--- src/rtl/ahb_pkg.sv ---
// Shared types and constants for the AHB two-master arbiter.
package ahb_pkg;

  typedef enum logic [1:0] {
    IDLE = 2'd0,
    ADDR = 2'd1,
    DATA = 2'd2
  } ahb_state_e;

  typedef logic mid_t;

  localparam mid_t MID_M1 = 1'b0;
  localparam mid_t MID_M2 = 1'b1;

  localparam int unsigned STARVE_LIMIT_DEF = 4;

endpackage

--- src/rtl/ahb_starve_cnt.sv ---
// Counts consecutive M2 wins taken while M1 was waiting; forces an M1 win at LIMIT.
module ahb_starve_cnt
  import ahb_pkg::*;
#(
  parameter int unsigned LIMIT = STARVE_LIMIT_DEF
) (
  input  logic clk,
  input  logic rst_n,
  input  logic arb_en,
  input  logic req_m1,
  input  logic win_m2,
  output logic force_m1
);

  localparam logic [3:0] LIMIT_C = 4'(LIMIT);

  logic [3:0] cnt_r;

  assign force_m1 = req_m1 && (cnt_r == LIMIT_C);

  // Starvation count: advances only on arbitration edges, saturates at LIMIT.
  always_ff @(posedge clk or negedge rst_n) begin
    if (!rst_n) begin
      cnt_r <= 4'd0;
    end else if (arb_en) begin
      if (!req_m1 || !win_m2) begin
        cnt_r <= 4'd0;
      end else if (cnt_r != LIMIT_C) begin
        cnt_r <= cnt_r + 4'd1;
      end else begin
        cnt_r <= cnt_r;
      end
    end else begin
      cnt_r <= cnt_r;
    end
  end

endmodule

--- src/rtl/ahb_arbiter_ctrl.sv ---
// Two-master AHB arbiter, M2 over M1, non-overlapped address/data phases.
// Optional starvation guard for M1 enabled by macro AHB_ARB_STARVE_GUARD_EN.
module ahb_arbiter_ctrl
  import ahb_pkg::*;
#(
  parameter int unsigned STARVE_LIMIT = STARVE_LIMIT_DEF
) (
  input  logic HCLK,
  input  logic HRESETn,
  input  logic HBUSREQ_M1,
  input  logic HBUSREQ_M2,
  input  logic HREADY,
  output logic HGRANT_M1,
  output logic HGRANT_M2,
  output logic HMASTER,
  output logic HMASTER_D,
  output logic DPHASE_VLD
);

  if (STARVE_LIMIT < 1 || STARVE_LIMIT > 15) begin : g_bad_limit
    $error("STARVE_LIMIT must be in 1..15");
  end

  ahb_state_e state_r;
  logic       grant_m1_r;
  logic       grant_m2_r;
  mid_t       hmaster_r;
  mid_t       hmaster_d_r;
  logic       dphase_vld_r;

  logic       any_req_s;
  logic       arb_en_s;
  logic       force_m1_s;
  mid_t       winner_s;

  function automatic mid_t arb_priority(input logic req_m1, input logic req_m2,
                                        input logic force_m1);
    mid_t w;
    if (req_m1 && force_m1) begin
      w = MID_M1;
    end else if (req_m2) begin
      w = MID_M2;
    end else begin
      w = MID_M1;
    end
    return w;
  endfunction

  assign any_req_s = HBUSREQ_M1 | HBUSREQ_M2;
  // Arbitration happens only from IDLE or at the completing edge of DATA.
  assign arb_en_s  = any_req_s && ((state_r == IDLE) || ((state_r == DATA) && HREADY));
  assign winner_s  = arb_priority(HBUSREQ_M1, HBUSREQ_M2, force_m1_s);

`ifdef AHB_ARB_STARVE_GUARD_EN
  ahb_starve_cnt #(
    .LIMIT(STARVE_LIMIT)
  ) u_starve_cnt (
    .clk     (HCLK),
    .rst_n   (HRESETn),
    .arb_en  (arb_en_s),
    .req_m1  (HBUSREQ_M1),
    .win_m2  (winner_s == MID_M2),
    .force_m1(force_m1_s)
  );
`else
  assign force_m1_s = 1'b0;
`endif

  // Transfer FSM with all bus-facing outputs registered.
  always_ff @(posedge HCLK or negedge HRESETn) begin
    if (!HRESETn) begin
      state_r      <= IDLE;
      grant_m1_r   <= 1'b0;
      grant_m2_r   <= 1'b0;
      hmaster_r    <= MID_M1;
      hmaster_d_r  <= MID_M1;
      dphase_vld_r <= 1'b0;
    end else begin
      case (state_r)
        IDLE: begin
          if (arb_en_s) begin
            state_r    <= ADDR;
            grant_m1_r <= (winner_s == MID_M1);
            grant_m2_r <= (winner_s == MID_M2);
            hmaster_r  <= winner_s;
          end else begin
            state_r    <= IDLE;
            grant_m1_r <= 1'b0;
            grant_m2_r <= 1'b0;
          end
        end
        ADDR: begin
          state_r      <= DATA;
          hmaster_d_r  <= hmaster_r;
          dphase_vld_r <= 1'b1;
        end
        DATA: begin
          if (!HREADY) begin
            state_r <= DATA;
          end else if (arb_en_s) begin
            state_r      <= ADDR;
            grant_m1_r   <= (winner_s == MID_M1);
            grant_m2_r   <= (winner_s == MID_M2);
            hmaster_r    <= winner_s;
            dphase_vld_r <= 1'b0;
          end else begin
            state_r      <= IDLE;
            grant_m1_r   <= 1'b0;
            grant_m2_r   <= 1'b0;
            dphase_vld_r <= 1'b0;
          end
        end
        default: begin
          state_r      <= IDLE;
          grant_m1_r   <= 1'b0;
          grant_m2_r   <= 1'b0;
          dphase_vld_r <= 1'b0;
        end
      endcase
    end
  end

  assign HGRANT_M1  = grant_m1_r;
  assign HGRANT_M2  = grant_m2_r;
  assign HMASTER    = hmaster_r;
  assign HMASTER_D  = hmaster_d_r;
  assign DPHASE_VLD = dphase_vld_r;

endmodule

--- config.mk ---
export PLATFORM = sky130hd
export DESIGN_NAME = ahb_arbiter_ctrl
export DESIGN_NICKNAME = d
export VERILOG_FILES = /design/src/rtl/ahb_pkg.sv /design/src/rtl/ahb_starve_cnt.sv /design/src/rtl/ahb_arbiter_ctrl.sv
export SDC_FILE = /design/constraint.sdc
export NUM_CORES = 1
export LEC_CHECK = 0
export CORE_AREA = 2 2 39 41
export CTS_CLUSTER_SIZE = 30
export DETAILED_ROUTE_END_ITERATION = 10
export DIE_AREA = 0 0 41 43
export SLEW_MARGIN = 20
export SYNTH_ARGS = -nofsm -noshare
export SYNTH_HDL_FRONTEND = slang
export SYNTH_SLANG_ARGS = --single-unit
--- constraint.sdc ---
create_clock -name HCLK -period 1.1 [get_ports HCLK]
set_input_delay 0.275 -clock HCLK [delete_from_list [all_inputs] [get_ports HCLK]]
set_output_delay 0.275 -clock HCLK [all_outputs]
set_load 0.01 [all_outputs]
==> out/metrics.csv, run 1 <==
metric;value;unit
Seq/Total Area, Yosys;0.486;
DRC viols;0;
CTS tree;yes;
Overflow after GRT;0;
Synth area leaders;dfrtp_1 (49%), a2111oi_4 (7.6%), buf_6 (6.3%);
worst skew pair latency;0.25;ns
Critical Path RT;1.23;ns
Critical Path End Type;flop;
core area;1380;µm²
clk buf depth;2;
final wirelength;715;µm
Total Power;0.00134;W
Setup CP Type;in -> reg;
std cell rows;14;
vias in the first global route;278;
clock slew at reported path FFs;0.05;ns
startpoint class of the critical path;primary input;
die height;43;µm
Crit Path Max Fanout;4;
gr usage total;0.105;
Final nets;56;
First-pass DRT Iterations;4;
PwrDens;2520;nW/µm²
clock sinks;7;
synthesized area;360;µm²
initial antenna violation count;0;
area grow syn2layout;47.6;%
Final Wtd Congestion;0.640;
final hold violations;0;
post-route setup slack;0.0264;ns
multi-input logic area;155;µm²
die width;41;µm
Fmax;931;MHz
max-cap violation count;0;
setup violators final;0;
status;completed;
Routed Antenna Nets;0;
layout cells sized above 1;0.560;
global-route wire length before repair;1.15;mm
Max VDD drop;0.737;mV
crit path DAT;1.20;ns
top-area cell type share of the netlist area;0.486;
DIE AREA;1760;µm²
Starting Density;0.260;
Tightest Pin Transition;0.307;ns
Slew Viols, Final;0;
via count;299;
IO buf count;9;
Mapped Cells;28;
P_leak;0.256;nW
crit path time final;1.07;ns
number of synthesized register bits;7;
root buffer cell;clkbuf_4;
Register Area;178;µm²
RSZ-0062 raised after global routing;false;
H-tree levels;1;
Min-Delay Path Class;in -> async;
# IOs;10;
final-layout fill cell count;142;
largest net degree at the start of global routing;8;
wire per inst;10.8;µm
Syn Nets;33;
ANT cells;0;
Slew HR;0.795;
DR iter-0 viols;3;
post-DP HPWL;575;µm
TritonCTS buffer count;3;
Place WS;-0.349;ns
yosys warns;0;
vias per inst;4.53;
Synth area leader;dfrtp_1;
Yosys cell types;18;
Syn Area/Cell;12.9;µm²
Worst Clk Skew;0.00297;ns
part of the cycle the worst path needs;0.976;
==> where the power goes <==
part / internal (W) / switching (W)
registers: 0.000383 / 0.000108
logic: 0.000383 / 0.000246
clock network: 0.000138 / 0.0000854
total: 0.000903 / 0.000439
==> final cells by class <==
| class | instances | area share |
|---|---|---|
| clock buffers | 4 | 0.0494 |
| inverters | 2 | 0.0141 |
| multi-input cells | 17 | 0.292 |
| flip-flops and latches | 7 | 0.334 |
| well taps | 16 | 0.0376 |
| repair buffers | 20 | 0.273 |
==> flip-flops by register name, indices dropped and copies added, names as in the netlist <==
register    cells
HGRANT_M2       1
state_r         2
DPHASE_VLD      1
HMASTER         1
HMASTER_D       1
HGRANT_M1       1
==> metal layers <==
layer / global-route usage / vias to the layer above / share of wire
met5: 0 / - / 0
met4: 0.0800 / 0 / 0.034
met3: 0.0471 / 2 / 0.074
met2: 0.147 / 9 / 0.46
met1: 0.117 / 142 / 0.43
li1: - / 146 / -
==> through the flow <==
step	area, µm²	util	TNS, ns	hold slack [ns]	cells
after floorplan	360	-	0	-0.0206	28
after global placement	523	0.378	-1.55	0.464	61
after detailed placement	523	0.378	-1.59	0.471	61
after CTS	532	0.384	0	0.287	66
final	532	0.384	0	0.283	66
after global routing	532	0.384	0	0.316	66
==> cells in the mapped netlist <==
master	number
a21o_2	1
buf_6	2
nor2_1	1
mux2i_1	1
o21ai_0	1
nor2b_4	1
a211o_1	2
inv_1	2
and3_4	1
o221ai_1	1
mux2_2	1
dfrtp_1	7
a2111oi_4	1
nand2_1	1
a22o_1	1
a21oi_1	1
nand3_1	1
o21a_1	2
==> worst max-delay path, cell delays in order <==
cell and delay, ns:
clkdlybuf4s50_1 0.59, a2111oi_4 0.07, a211o_1 0.27
==> final timing paths <==
check                                       start                      to  slack (ns)  cells past startpoint
setup / recovery                       HBUSREQ_M2   HGRANT_M1$_DFFE_PN0P_        0.03                      3
setup reg to reg             state_r[1]$_DFF_PN0_     HMASTER$_DFFE_PN0P_        0.03                      2
min in group HCLK                      HBUSREQ_M1    state_r[0]$_DFF_PN0_        0.46                      2
max in group asynchronous                 HRESETn    state_r[0]$_DFF_PN0_        0.56                      1
hold / removal                            HRESETn     HMASTER$_DFFE_PN0P_        0.28                      1
hold reg to reg            DPHASE_VLD$_DFFE_PN0P_  DPHASE_VLD$_DFFE_PN0P_        0.47                      1
==> kinds of logic (layout without fill, tap and decap cells) <==
group,Yosys count,after routing,synth area share
DFF,7,7,0.486
and+or+nand+nor,5,5,0.104
muxes,2,2,0.0590
AOI/OAI and AO/OA,10,10,0.267
buffers and inverters,4,26,0.0833
==> timing repair <==
action / 4_1_cts / 5_1_grt
setup buffers: 1 / 0
setup endpoints to repair: 8 / 0
hold endpoints to repair: 0 / 0
resized for setup: 26 / 0
hold buffers: 0 / 0
==> layout by cell type (no fill, tap or decap) <==
| master | n |
|---|---|
| clkdlybuf4s50_1 | 2 |
| mux2_2 | 1 |
| inv_2 | 2 |
| clkbuf_1 | 1 |
| buf_4 | 11 |
| o21ai_0 | 1 |
| nand2_1 | 1 |
| nand3_1 | 1 |
| nor2_1 | 1 |
| buf_2 | 5 |
| dlygate4sd2_1 | 2 |
| mux2i_1 | 1 |
| clkbuf_4 | 3 |
| a211o_1 | 2 |
| dfrtp_2 | 2 |
| nor2b_4 | 1 |
| dfrtp_1 | 5 |
| a21o_2 | 1 |
| and3_4 | 1 |
| a2111oi_4 | 1 |
| o21a_1 | 2 |
| o221ai_1 | 1 |
| a22o_1 | 1 |
| a21oi_1 | 1 |
No activity file was read; power rests on OpenSTA's default activity.
==> run 2, diff against run 1 <==
==> constraint.sdc (replaced) <==
create_clock -name HCLK -period 1.1 [get_ports HCLK]
set_input_delay 0.11 -clock HCLK [delete_from_list [all_inputs] [get_ports HCLK]]
set_output_delay 0.11 -clock HCLK [all_outputs]
set_load 0.01 [all_outputs]
==> run 2 against run 1 <==
Compared with the run above:
- core utilization shrank 0.90 points
- clock power grew 5%
- clock skew rose by 0.0044 ns
- largest cell class unchanged
- critical path depth shrank 2
- final area decreased by 2.4%
- register-to-register slack better by 0.03 ns
- sequential cell count unchanged
- non-clock buffer count fell by 5
- sequential power increased by 2%
- maximum frequency is 2.2% higher
==> out/metrics.csv, run 2 (synthesis gave the netlist of run 1 again) <==
metric;value;unit;change
status;completed;;
Critical Path RT;0.99;ns;-0.24 ns
clk buf depth;2;;unchanged
RR Endpoint;HMASTER_D$_DFFE_PN0P_;;
clock sinks;7;;unchanged
Post-CTS Setup Inserts;0;;-1
post-DP HPWL;545;µm;-5.3%
global-route wire length before repair;1.19;mm;+3.6%
crit path DAT;0.94;ns;-0.26 ns
max-cap violation count;0;;unchanged
Place WS;-0.188;ns;+0.161 ns
Reg with most FFs;state_r;;
cell total after placement;57;;-6.6%
number of hold buffers added after cts;0;;unchanged
vias in the first global route;247;;-11%
critical path depth;1;;-2
P_leak;0.241;nW;-5.8%
final hold violations;0;;unchanged
cells along the critical path;dlygate4sd2_1;;
CTS tree;yes;;
RSZ-0062 raised after global routing;false;;
setup violators final;0;;unchanged
DIE AREA;1760;µm²;unchanged
commonest non-fill, non-tap cell in the layout;buf_4;;
wire per inst;11.6;µm;+6.8%
crit path time final;1.05;ns;-0.0227 ns
reg2reg path depth;2;;unchanged
DR iter-0 viols;1;;-2
Routed Antenna Nets;0;;unchanged
Min-Delay Path Class;in -> async;;
Max VDD drop;0.853;mV;+16%
die width;41;µm;unchanged
core area;1380;µm²;unchanged
Hold Slack;0.112;ns;-0.171 ns
Fmax;952;MHz;+2.2%
gr usage total;0.108;;+0.00283
Tightest Pin Transition;0.317;ns;+0.00973 ns
die height;43;µm;unchanged
initial antenna violation count;0;;unchanged
via count;278;;-7.0%
Critical Path End Type;output pin;;
IO buf count;9;;unchanged
std cell rows;14;;unchanged
final wirelength;706;µm;-1.3%
placed cell areas;493;µm²;-5.7%
origin of the critical flop-to-flop path;state_r[1]$_DFF_PN0_;;
# IOs;10;;unchanged
vias per inst;4.56;;+0.60%
part of the cycle the worst path needs;0.955;;-0.0207
CP peak stage delay;0.40;ns;-0.19 ns
PwrDens;2500;nW/µm²;-0.87%
Final nets;51;;-8.9%
clock slew at reported path FFs;0.05;ns;about the same
final-layout fill cell count;144;;+1.4%
most frequent cells in the layout;buf_4 (6), dfrtp_1 (5), dlygate4sd2_1 (5);;
Starting Density;0.260;;unchanged
Final Wtd Congestion;0.646;;+0.84%
First-pass DRT Iterations;4;;unchanged
largest net degree at the start of global routing;8;;unchanged
layout cells sized above 1;0.378;;-0.182
DRC viols;0;;unchanged
startpoint class of the critical path;flop;;
Non-Filler Instances;61;;-7.6%
Crit-path slowest cell;dfrtp_1;;
critical path buffer and inverter count;1;;unchanged
Slew Viols, Final;0;;unchanged
H-tree levels;1;;unchanged
post-route setup slack;0.0491;ns;+0.0227 ns
TritonCTS buffer count;3;;unchanged
ANT cells;0;;unchanged
Layout Cell Area excl Fill;519;µm²;-2.4%
Setup CP Type;reg -> out;;
area grow syn2layout;44.1;%;
worst skew pair latency;0.25;ns;about the same
Worst Clk Skew;0.00737;ns;+0.00439 ns
Slew HR;0.788;;-0.00650
root buffer cell;clkbuf_4;;
Crit Path Max Fanout;3;;-1
Overflow after GRT;0;;unchanged
CP delay by family, top;flip-flops;;
setup slack, reg-to-reg;0.06;ns;+0.03 ns
number of flip-flops in the largest register;2;;unchanged
total negative slack;0;ns;unchanged
[run 2: changes by cell type in the layout (fill, tap and decap cells not counted), sizes merged]
cell	delta
buf	-10
clkdlybuf4s50	+2
dlygate4sd2	+3
[run 2: area by class of cell]
type                    instances  area [µm²]  share of cell area
well taps                      16        20.0              0.0386
clock buffers                   4        26.3              0.0506
multi-input cells              17         159               0.306
repair buffers                 15         129               0.248
flip-flops and latches          7         178               0.342
inverters                       2        7.51              0.0145
[run 2: where the power goes]
part / switching, W / leakage (nW) / internal (W)
logic: 0.000221 / 0.145 / 0.000344
clock network: 0.0000954 / 0.0150 / 0.000138
registers: 0.000118 / 0.0814 / 0.000383
total: 0.000434 / 0.241 / 0.000866
[run 2: how the worst max path moves through the flow]
| stage | start | end | slack (ns) |
|---|---|---|---|
| after floorplan | state_r[1]$_DFF_PN0_ | HMASTER$_DFFE_PN0P_ | 0.05 |
| after global placement | HREADY | HMASTER$_DFFE_PN0P_ | -0.17 |
| after detailed placement | HREADY | HMASTER$_DFFE_PN0P_ | -0.19 |
| after CTS | state_r[1]$_DFF_PN0_ | HMASTER_D$_DFFE_PN0P_ | 0.03 |
| after global routing | HREADY | HMASTER$_DFFE_PN0P_ | 0.01 |
| final | HMASTER$_DFFE_PN0P_ | HMASTER | 0.05 |
[run 2: metal layers]
| layer | vias to the layer above | wire length [µm] | GRT usage |
|---|---|---|---|
| met5 | - | 0 | 0 |
| met4 | 0 | 14 | 0.0600 |
| met3 | 2 | 50 | 0.0628 |
| met2 | 7 | 304 | 0.122 |
| met1 | 131 | 337 | 0.153 |
| li1 | 138 | - | - |
[run 2: metrics by stage]
stage | util | total power, W
3_5_place_dp | 0.356 | 0.00111
2_1_floorplan | - | 0.000829
3_3_place_gp | 0.356 | 0.00111
4_1_cts | 0.372 | 0.00130
5_1_grt | 0.375 | 0.00140
6_report | 0.375 | 0.00130
[run 2: timing repair]
action,4_1_cts,5_1_grt
gates resized for setup,6,3
setup endpoints to repair,6,3
pin swaps,0,1
gates cloned,0,0
==> run 3, diff against run 2 <==
Settings changed: MAX_ROUTING_LAYER from default to met4, TNS_END_PERCENT from default to 1.
==> run 3 against run 2 <==
Compared with the run above:
- setup slack worse by 0.0077 ns
- maximum frequency is 0.73% lower
- sequential share of layout area stayed put
- count of clock-buffer cells in the layout stayed put
- core utilization stayed put
- final cell count stayed put
- final area stayed put
- clock power hardly changed
- global-route usage is 0.27 points higher
- sequential cell count stayed put
- routed wire length is 0.71% higher
- highest routed layer unchanged
==> out/metrics.csv, run 3 (synthesis gave the netlist of run 1 again) <==
metric;value;unit;change
Metal-1 WL;341;µm;+1.2%
clk buf depth;2;;unchanged
Critical Path RT;1.24;ns;+0.25 ns
core area;1380;µm²;unchanged
gr usage total;0.110;;+0.00268
final hold violations;0;;unchanged
reg2reg path depth;2;;unchanged
via count;278;;unchanged
Slew HR;0.788;;unchanged
Layout Cell Area excl Fill;519;µm²;unchanged
vias in the first global route;247;;unchanged
std cell rows;14;;unchanged
part of the cycle the worst path needs;0.962;;+0.00701
RSZ-0062 raised after global routing;true;;
ANT cells;0;;unchanged
DIE AREA;1760;µm²;unchanged
Routed Antenna Nets;0;;unchanged
RR Endpoint;HMASTER$_DFFE_PN0P_;;
PwrDens;2500;nW/µm²;about the same
crit path time final;1.06;ns;+0.00772 ns
met3 WL;50;µm;unchanged
post-DP HPWL;545;µm;unchanged
placed cell areas;493;µm²;unchanged
Crit-path slowest cell;dfrtp_2;;
DRC viols;0;;unchanged
Tightest Pin Transition;0.317;ns;unchanged
Max VDD drop;0.853;mV;about the same
startpoint class of the critical path;flop;;
P_leak;0.242;nW;+0.44%
global-route wire length before repair;1.19;mm;unchanged
Fmax;945;MHz;-0.73%
area grow syn2layout;44.1;%;unchanged
cells along the critical path;a211o_1 -> a22o_1;;
DR iter-0 viols;3;;+2
number of flip-flops in the largest register;2;;unchanged
H-tree levels;1;;unchanged
CP peak stage delay;0.47;ns;+0.07 ns
Final nets;51;;unchanged
crit path DAT;1.20;ns;+0.26 ns
vias per inst;4.56;;unchanged
final wirelength;711;µm;+0.71%
Starting Density;0.260;;unchanged
commonest non-fill, non-tap cell in the layout;buf_4;;
highest routed layer;met4;;
most frequent cells in the layout;buf_4 (6), dfrtp_1 (5), dlygate4sd2_1 (5);;
First-pass DRT Iterations;4;;unchanged
Min-Delay Path Class;in -> async;;
number of hold buffers added after cts;0;;unchanged
origin of the critical flop-to-flop path;state_r[1]$_DFF_PN0_;;
wire length on met2;305;µm;+0.33%
Slew Viols, Final;0;;unchanged
root buffer cell;clkbuf_4;;
setup slack, reg-to-reg;0.04;ns;-0.02 ns
max-cap violation count;0;;unchanged
Overflow after GRT;0;;unchanged
clock sinks;7;;unchanged
Critical Path End Type;flop;;
TritonCTS buffer count;3;;unchanged
Worst Clk Skew;0.00737;ns;unchanged
status;completed;;
worst skew pair latency;0.25;ns;about the same
# IOs;10;;unchanged
Crit Path Max Fanout;6;;+3
Setup CP Type;reg -> reg;;
setup violators final;0;;unchanged
Reg with most FFs;state_r;;
fin util;0.375;;unchanged
CTS tree;yes;;
IO buf count;9;;unchanged
die height;43;µm;unchanged
layout cells sized above 1;0.356;;-0.0222
die width;41;µm;unchanged
largest net degree at the start of global routing;8;;unchanged
clock slew at reported path FFs;0.05;ns;about the same
wire per inst;11.7;µm;+0.71%
Final Wtd Congestion;0.651;;+0.87%
initial antenna violation count;0;;unchanged
## run 3: cell types whose count changed in the layout (fill, tap and decap cells not counted)
cell / previous run / this run
inv_1: 1 / 2
inv_2: 1 / 0
## run 3: how the worst max path moves through the flow
stage,start,end,slack [ns],depth (start not counted)
final,state_r[1]$_DFF_PN0_,HMASTER$_DFFE_PN0P_,0.04,2
after global routing,state_r[1]$_DFF_PN0_,HMASTER$_DFFE_PN0P_,-0.002,2
after detailed placement,HREADY,HMASTER$_DFFE_PN0P_,-0.19,4
after global placement,HREADY,HMASTER$_DFFE_PN0P_,-0.17,4
after CTS,state_r[1]$_DFF_PN0_,HMASTER_D$_DFFE_PN0P_,0.03,2
after floorplan,state_r[1]$_DFF_PN0_,HMASTER$_DFFE_PN0P_,0.05,3
## run 3: what timing repair did
| item | in CTS | in global routing |
|---|---|---|
| pin swaps | 0 | 0 |
| buffers inserted | 0 | 0 |
| setup endpoints to repair | 6 | 3 |
| gates resized for setup | 6 | 2 |
| hold endpoints to repair | 0 | 0 |
## run 3: final cells by class
type	instances	area, µm²
Fill cell	144	865
Multi-Input combinational cell	17	159
Sequential cell	7	178
Timing Repair Buffer	15	129
Clock buffer	4	26.3
Inverter	2	7.51
Tap cell	16	20.0
## run 3: power breakdown
group	internal [W]	total (W)	switching [W]
clock	0.000138	0.000234	0.0000954
sequential	0.000383	0.000501	0.000119
combinational	0.000344	0.000564	0.000220
## run 3: per-layer routing
metal  global-route usage  vias to the layer above
li1                     -                      138
met1                0.153                      131
met2                0.122                        7
met3               0.0628                        2
met4               0.0600                        0
met5                    -                        -
## run 3: stage by stage
step / total power [W] / TNS [ns] / worst slack (ns) / instances / hold slack (ns)
detailed placement: 0.00111 / -0.519 / -0.188 / 57 / 0.391
finish: 0.00130 / 0 / 0.0414 / 61 / 0.112
global placement: 0.00111 / -0.424 / -0.170 / 57 / 0.403
CTS: 0.00130 / 0 / 0.0293 / 61 / 0.116
global route: 0.00140 / -0.00228 / -0.00228 / 61 / 0.131
floorplan: 0.000829 / 0 / 0.0513 / 28 / -0.186
## run 3: critical path: cells and delay by family, from the launching register on
family         cells  cell delay (ns)
flip-flops         1             0.47
AO/OA/AOI/OAI      2             0.49
